==> src/rtl/load_store_stage.sv <==
// Memory-access stage: RV32I loads/stores over a req/ack word RAM, registered writeback bundle.
// Latency: 1 cycle for pass-through/exceptions, 2 cycles + RAM wait cycles for memory ops.
// Backpressure: in_ready low while a RAM transaction is outstanding; upstream holds in_*.
module load_store_stage #(
   parameter int MEM_AW = 12
) (
   input  logic              clk,
   input  logic              rst,
   input  logic              in_valid,
   output logic              in_ready,
   input  logic              in_is_load,
   input  logic              in_is_store,
   input  logic [2:0]        in_funct3,
   input  logic [31:0]       in_alu_y,
   input  logic [31:0]       in_rs2_value,
   input  logic [4:0]        in_rd_addr,
   input  logic              in_rd_en,
   output logic              mem_req,
   output logic              mem_we,
   output logic [MEM_AW-1:0] mem_addr,
   output logic [31:0]       mem_wdata,
   output logic [3:0]        mem_wstrb,
   input  logic              mem_ack,
   input  logic [31:0]       mem_rdata,
   output logic              wb_valid,
   output logic              wb_rd_en,
   output logic [4:0]        wb_rd_addr,
   output logic [31:0]       wb_rd_value,
   output logic [1:0]        wb_exc
);

   typedef enum logic {IDLE, BUSY} state_t;

   state_t      state;
   logic [2:0]  l_funct3;
   logic [1:0]  l_off;
   logic        l_is_load;
   logic        l_rd_en;
   logic [4:0]  l_rd_addr;

   logic        is_mem;
   logic        illegal;
   logic        misaligned;
   logic [31:0] st_wdata;
   logic [3:0]  st_wstrb;
   logic [7:0]  ld_byte;
   logic [15:0] ld_half;
   logic [31:0] ld_value;

   assign in_ready = (state == IDLE);
   assign is_mem   = in_is_load | in_is_store;

   // Legality and alignment of the incoming access; a store flag wins if both are set.
   always_comb begin
      illegal    = 1'b0;
      misaligned = 1'b0;
      if (in_is_store) begin
         illegal = in_funct3[2] | (in_funct3[1:0] == 2'b11);
      end else begin
         case (in_funct3)
            3'b000, 3'b001, 3'b010, 3'b100, 3'b101: illegal = 1'b0;
            default:                                illegal = 1'b1;
         endcase
      end
      if (in_funct3[1:0] == 2'b01) misaligned = in_alu_y[0];
      if (in_funct3[1:0] == 2'b10) misaligned = (in_alu_y[1:0] != 2'b00);
   end

   // Lane-replicated store data and byte enables; loads never write any lane.
   always_comb begin
      st_wdata = in_rs2_value;
      st_wstrb = 4'b0000;
      case (in_funct3[1:0])
         2'b00: begin
            st_wdata = {4{in_rs2_value[7:0]}};
            st_wstrb = 4'b0001 << in_alu_y[1:0];
         end
         2'b01: begin
            st_wdata = {2{in_rs2_value[15:0]}};
            st_wstrb = in_alu_y[1] ? 4'b1100 : 4'b0011;
         end
         default: begin
            st_wdata = in_rs2_value;
            st_wstrb = 4'b1111;
         end
      endcase
      if (!in_is_store) st_wstrb = 4'b0000;
   end

   // Lane select and sign/zero extension of the returned word using the latched offset.
   always_comb begin
      case (l_off)
         2'd0:    ld_byte = mem_rdata[7:0];
         2'd1:    ld_byte = mem_rdata[15:8];
         2'd2:    ld_byte = mem_rdata[23:16];
         default: ld_byte = mem_rdata[31:24];
      endcase
      ld_half = l_off[1] ? mem_rdata[31:16] : mem_rdata[15:0];
      case (l_funct3)
         3'b000:  ld_value = {{24{ld_byte[7]}}, ld_byte};
         3'b001:  ld_value = {{16{ld_half[15]}}, ld_half};
         3'b100:  ld_value = {24'd0, ld_byte};
         3'b101:  ld_value = {16'd0, ld_half};
         default: ld_value = mem_rdata;
      endcase
   end

   // Stage FSM: accept in IDLE, hold the RAM request in BUSY until ack, register writeback.
   always_ff @(posedge clk or negedge rst) begin
      if (!rst) begin
         state       <= IDLE;
         mem_req     <= 1'b0;
         mem_we      <= 1'b0;
         mem_addr    <= '0;
         mem_wdata   <= '0;
         mem_wstrb   <= '0;
         wb_valid    <= 1'b0;
         wb_rd_en    <= 1'b0;
         wb_rd_addr  <= '0;
         wb_rd_value <= '0;
         wb_exc      <= 2'b00;
         l_funct3    <= '0;
         l_off       <= '0;
         l_is_load   <= 1'b0;
         l_rd_en     <= 1'b0;
         l_rd_addr   <= '0;
      end else begin
         wb_valid <= 1'b0;
         case (state)
            IDLE: begin
               if (in_valid) begin
                  if (!is_mem) begin
                     wb_valid    <= 1'b1;
                     wb_rd_en    <= in_rd_en;
                     wb_rd_addr  <= in_rd_addr;
                     wb_rd_value <= in_alu_y;
                     wb_exc      <= 2'b00;
                  end else if (illegal || misaligned) begin
                     wb_valid    <= 1'b1;
                     wb_rd_en    <= 1'b0;
                     wb_rd_addr  <= in_rd_addr;
                     wb_rd_value <= '0;
                     wb_exc      <= illegal ? 2'b10 : 2'b01;
                  end else begin
                     mem_req   <= 1'b1;
                     mem_we    <= in_is_store;
                     mem_addr  <= in_alu_y[MEM_AW+1:2];
                     mem_wdata <= st_wdata;
                     mem_wstrb <= st_wstrb;
                     l_funct3  <= in_funct3;
                     l_off     <= in_alu_y[1:0];
                     l_is_load <= ~in_is_store;
                     l_rd_en   <= in_rd_en;
                     l_rd_addr <= in_rd_addr;
                     state     <= BUSY;
                  end
               end
            end
            default: begin
               if (mem_ack) begin
                  mem_req     <= 1'b0;
                  mem_we      <= 1'b0;
                  state       <= IDLE;
                  wb_valid    <= 1'b1;
                  wb_rd_en    <= l_is_load & l_rd_en;
                  wb_rd_addr  <= l_rd_addr;
                  wb_rd_value <= l_is_load ? ld_value : 32'd0;
                  wb_exc      <= 2'b00;
               end
            end
         endcase
      end
   end

endmodule

==> config.mk <==
export PLATFORM = sky130hd
export DESIGN_NAME = load_store_stage
export DESIGN_NICKNAME = d
export VERILOG_FILES = /design/src/rtl/load_store_stage.sv
export SDC_FILE = /design/constraint.sdc
export NUM_CORES = 1
export LEC_CHECK = 0
export ABC_CLOCK_PERIOD_IN_PS = 1900
export CORE_MARGIN = 2
export CORE_UTILIZATION = 40
export CTS_CLUSTER_SIZE = 16
export DETAILED_ROUTE_END_ITERATION = 8
export PLACE_DENSITY = 0.8
export RECOVER_POWER = 100
export SETUP_SLACK_MARGIN = 0.5
export SYNTH_ARGS = -nofsm -noshare
export SYNTH_HDL_FRONTEND = slang
export SYNTH_SLANG_ARGS = --single-unit
export TNS_END_PERCENT = 20
==> constraint.sdc <==
create_clock -name clk -period 1.9 [get_ports clk]
set_clock_uncertainty 0.05 [all_clocks]
set_input_delay 0.285 -clock clk [delete_from_list [all_inputs] [get_ports clk]]
set_output_delay 0.285 -clock clk [all_outputs]
set_load 0.01 [all_outputs]
Word level (Yosys, flattened, before mapping)
Index checks and enable logic that the tools add are counted.
Word-level totals
  bits in registers: 104
  word-level logic and storage cells: 102
Cells by class
  eq/ne operators: 15
  shift operators: 1
  muxes and demuxes: 52
  bitwise operators: 6
  reduce and logical (&&, ||, !) cells: 12
Operator list (count)
  $mux 32: 6
  $pmux 32 s4: 1
  $pmux 32 s2: 1
  $mux 1: 28
  $mux 5: 5
  $pmux 8 s3: 1
  $mux 16: 1
  $eq 3x3->1 const B: 4
  $mux 2: 6
  $mux 4: 2
  $pmux 4 s2: 1
  $reduce_and 4->1: 2
  $eq 2x2->1 const B: 3
  $eq 3x1->1 const B: 2
  $logic_not 3->1: 2
  $reduce_bool 2->1: 3
  $reduce_or 5->1: 1
  $eq 2x1->1 const B: 2
  $logic_not 2->1: 2
  $ne 2x2->1 const B: 2
  $shl 1x2->4 const A: 1
  $eq 3x2->1 const B: 1
  $ne 3x2->1 const B: 1
  $not 1->1: 3
  4 further kinds: 5

Longest topological paths before layout
  word-level depth: 9
  mapped depth: 9
  gate-level depth less buffers: 6

Worst setup path before layout
No wires, ideal clock.
  path type: input -> register
  start point: in in_funct3[0]
  end point: reg l_funct3[2]
  setup time: 0.125 ns
  arrival time: 1.727 ns
  data required time: 1.725 ns
  path slack: -0.002 ns
  stages: 7
  path through: clkbuf_2 or4_1 o21ai_2 nand3_2 buf_6 buf_6 mux2_4
On the way
  word-level cells in the longest chain between the ends: 7
  elaborated cells between the ends (all ways): 17
RTL lines
  from (decl): RTL line 13  | input logic [2:0] in_funct3,
  $eq 3x1->1, or another cell as far along: RTL line 60  | case (in_funct3)
  $reduce_or 5->1: RTL line 60
  $mux 1: RTL line 60
  $mux 1: RTL line 57  | if (in_is_store) begin
  $logic_or 1x1->1 (*): RTL line 138  | end else if (illegal || misaligned) begin
  $not 1->1 (no line) (*)
  $reduce_and 4->1 (no line) (*)
  to (signal assigned): RTL line 150  | l_funct3 <= in_funct3;
  to (decl): RTL line 35  | logic [2:0] l_funct3;
Mark *: on every way between the ends. The rest lies on a longest branch, timed or not.
A chain may end at the register's enable or synchronous reset.

Worst setup path in the final report
  start point: reg l_off[1]
  end point: reg wb_rd_value[26]
On the way
  word-level cells in the longest chain between the ends: 6
  elaborated cells between the ends (all ways): 9
RTL lines
  from (decl): RTL line 36  | logic [1:0] l_off;
  from (signal assigned): RTL line 151  | l_off <= in_alu_y[1:0];
  $eq 2x2->1, or another cell as far along: RTL line 92  | case (l_off)
  $pmux 8 s3: RTL line 92
  $pmux 32 s4 (*): RTL line 99  | case (l_funct3)
  $mux 32 (*): RTL line 167  | wb_rd_value <= l_is_load ? ld_value : 32'd0;
  $mux 32 (*): RTL line 160  | if (mem_ack) begin
  $mux 32 (*): RTL line 129  | case (state)
  to (signal assigned): RTL line 136  | wb_rd_value <= in_alu_y;
  to (signal assigned): RTL line 167
  to (decl): RTL line 28  | output logic [31:0] wb_rd_value,
Mark *: on every way between the ends. The rest lies on a longest branch, timed or not. The select of a mux whose other input is x is not followed.

==> results.md <==
- Status: finished, violations left
- Failing checks: negative setup slack
- Initial core utilization: 41.2%
- PwrDens: 978 nW/um2
- Synthesized net count: 625
- Drc violations: 0
- Syn-to-layout area delta: 59.1%
- Fin area: 8300 um2
- R2r startpoint: l_off[1]
- Layout fillers: 961
- Detailed Routing Iterations Pass 1: 5
- Multi-input logic area: roughly 2500 um2
- Critical Path Source Type: flop
- Final hold vios: 0
- DRT Wirelength: approximately 18000 um
- Clock sink count: 104
- Fin Setup TNS: -24.7 ps
- Worst Hold Class: input port to flop
- Row count: 41
- P_leak: 3.66 nW
- Total track usage: around a quarter
- Most frequently used flop master after synthesis: dfrtp_1
- Clk_lat worst skew: 350 ps
- Placed cell areas: 7800 um2
- Max cap viols: 0
- Area leader, netlist: dfrtp_1
- Worst EP required: 2120 ps
- Wire per inst: 19.2 um
- RSZ-0062 raised after global routing: true
- Synthesized flop and latch total: 104
- Commonest non-fill, non-tap cell in the layout: dfrtp_1
- Clk slew on worst S/H paths: 70 ps
- Yosys warns: 0
- DR iter-0 viols: 389
- Die X: 118 um
- Post-synth EDFFs: 0
- Layout cell share with drive strength beyond 1: 16.7%
- Top Ports: 203
- CP max FO: 16
- Slew of the pin with the lowest slew margin: 750 ps
- CTS tree: yes
- Worst setup startpoint: l_off[1]
- Die Y: 118 um
- Via count: 5138
- Final core utilization: about two thirds
- Total CTS buffers: 9
- Die area: 14000 um2
- Register area: 2610 um2
- Deepest clock path buffer count: 2
- Final Cycle Share: 101%
- Synth top area share: 49.9%
- Diode count: 0
- Antenna violations before repair: 0
- Fmax: 521 MHz
- Root Buffer: clkbuf_16
- Top cells by area, synth: dfrtp_1 50%, mux2_4 7.8%, mux2i_1 5.9%
- Global route overflow: 0
- Crit end category: flop
- Vias in the first global route: ~5200
- Ys async rst share: 100%
- Fin nets: ~880
- Post-Place Setup Slack: -468 ps
- Core ar.: between 10000 and 15000 um2
- Mapped Cells: about 510
- Synth unique cells: between 40 and 50
- Commonest cells after routing, fill and taps aside: 101 x dfrtp_1, 100 x clkdlybuf4s50_1, 92 x dlygate4sd3_1
- Global-route wire length before repair: 27700 um
- Max-slew violation count: 0
- Worst VDD drop: approximately 0.5 mV
- Reg2Reg Setup Slack: -20 ps
- Design Power: between 0.008 and 0.009 W
- Final RePlAce weighted congestion: 0.913
- Final setup vio count: 3
- Drt via density: approximately 5.4
- Detailed placer's ending HPWL: 12900 um
- Crit Path Class: flop to flop
- IO Port Bufs: 202
- H-tree Lvls: 3
- Setup WS post-layout: -17.9 ps
- Arrival time at the worst endpoint: 2140 ps
- Routed Antenna Nets: 0
- Post-synthesis sequential area ratio: between 40% and 50%
- Min Tclk post-route: 1920 ps
- Mapped Area: 5220 um2
- Largest net degree at the start of global routing: 55
- R2r endpoint: wb_rd_value[26]
- Reg2reg path depth: 7
- Avg Cell Area, Syn: 10.1 um2
- Rel. slew slack: 50.0%
- Crit path to: wb_rd_value[26]
==> kinds of logic after synthesis <==
group                  share of synthesized area [%]
AND/OR/NAND/NOR                                 10.7
buffers and inverters                           4.58
multiplexers                                    15.0
flip-flops                                      49.9
AO/OA/AOI/OAI                                   19.8
==> sequential cells by signal, summed over array words and instances (netlist names) <==
| signal | cells |
|---|---|
| wb_rd_value | 32 |
| wb_rd_addr | 5 |
| l_is_load | 1 |
| wb_valid | 1 |
| l_off | 2 |
| mem_wdata | 32 |
| mem_wstrb | 4 |
| l_rd_addr | 5 |
| mem_we | 1 |
| l_rd_en | 1 |
| wb_exc | 2 |
| wb_rd_en | 1 |
| mem_addr | 12 |
| l_funct3 | 3 |
| mem_req | 1 |
| state | 1 |
==> per-layer routing <==
metal / GRT usage, % / up-vias / part of all wire (%)
met5: 0 / - / 0
met4: 9.94 / 0 / 2.7
met3: 6.56 / 40 / 10
met2: 42.5 / 321 / 49
met1: 29.9 / 2438 / 38
li1: - / 2339 / -
==> worst min path at each step <==
stage               cells after the start        endpoint  slack, ps    startpoint
detailed placement                      1     mem_addr[2]         70           rst
floorplan                               0     l_funct3[0]        -60           rst
finish                                  3     l_funct3[2]        260  in_funct3[2]
global placement                        1     mem_addr[2]         70           rst
global route                            3     l_funct3[2]        280  in_funct3[2]
CTS                                     2  wb_rd_value[5]        240           rst
==> critical path: stages, from the launching register on <==
cell       delay, ps
dfrtp_2          470
buf_6            160
mux2i_4          190
a221oi_2         380
a21oi_2          130
buf_12           160
a2bb2oi_1        150
a21oi_1          150
==> timing repair <==
item / in CTS / in global routing
gates cloned: 2 / 2
buffers inserted: 7 / 10
pin swaps: 9 / 12
hold buffers: 1 / 0
gates resized for setup: 48 / 50
setup endpoints to repair: 196 / 195
hold endpoints to repair: 100 / 0
==> synth_stat cells (all sizes together), types with 2 or more instances <==
cell,number
dfrtp,104
a21oi,60
nor2,59
o21ai,53
nand2,46
mux2,31
mux2i,31
clkbuf,20
buf,17
a2bb2oi,16
nor2b,11
inv,10
o31ai,9
a22oi,7
o22a,7
a221oi,3
and2,3
nand3,3
o22ai,3
nand2b,2
nor3,2
o211ai,2
==> report_power, final <==
group	internal (W)	total (W)	switching, W
Clock	0.000963	0.00176	0.000797
Combinational	0.00170	0.00320	0.00150
Sequential	0.00278	0.00316	0.000380
==> through the flow <==
stage | cells | hold WS [ps]
3_3_place_gp | 905 | 69.9
3_5_place_dp | 905 | 71.5
5_1_grt | 943 | 282
4_1_cts | 931 | 240
2_1_floorplan | 514 | -60.6
6_report | 943 | 259
==> layout make-up <==
class	instances	share of cell area, %
clock buffer	14	3.18
clock inverter	2	0.166
inverter	10	0.452
multi-input combinational	363	30.0
sequential	104	31.4
tap	172	2.59
timing repair buffer	278	32.2
No activity file was read; power rests on OpenSTA's default activity.
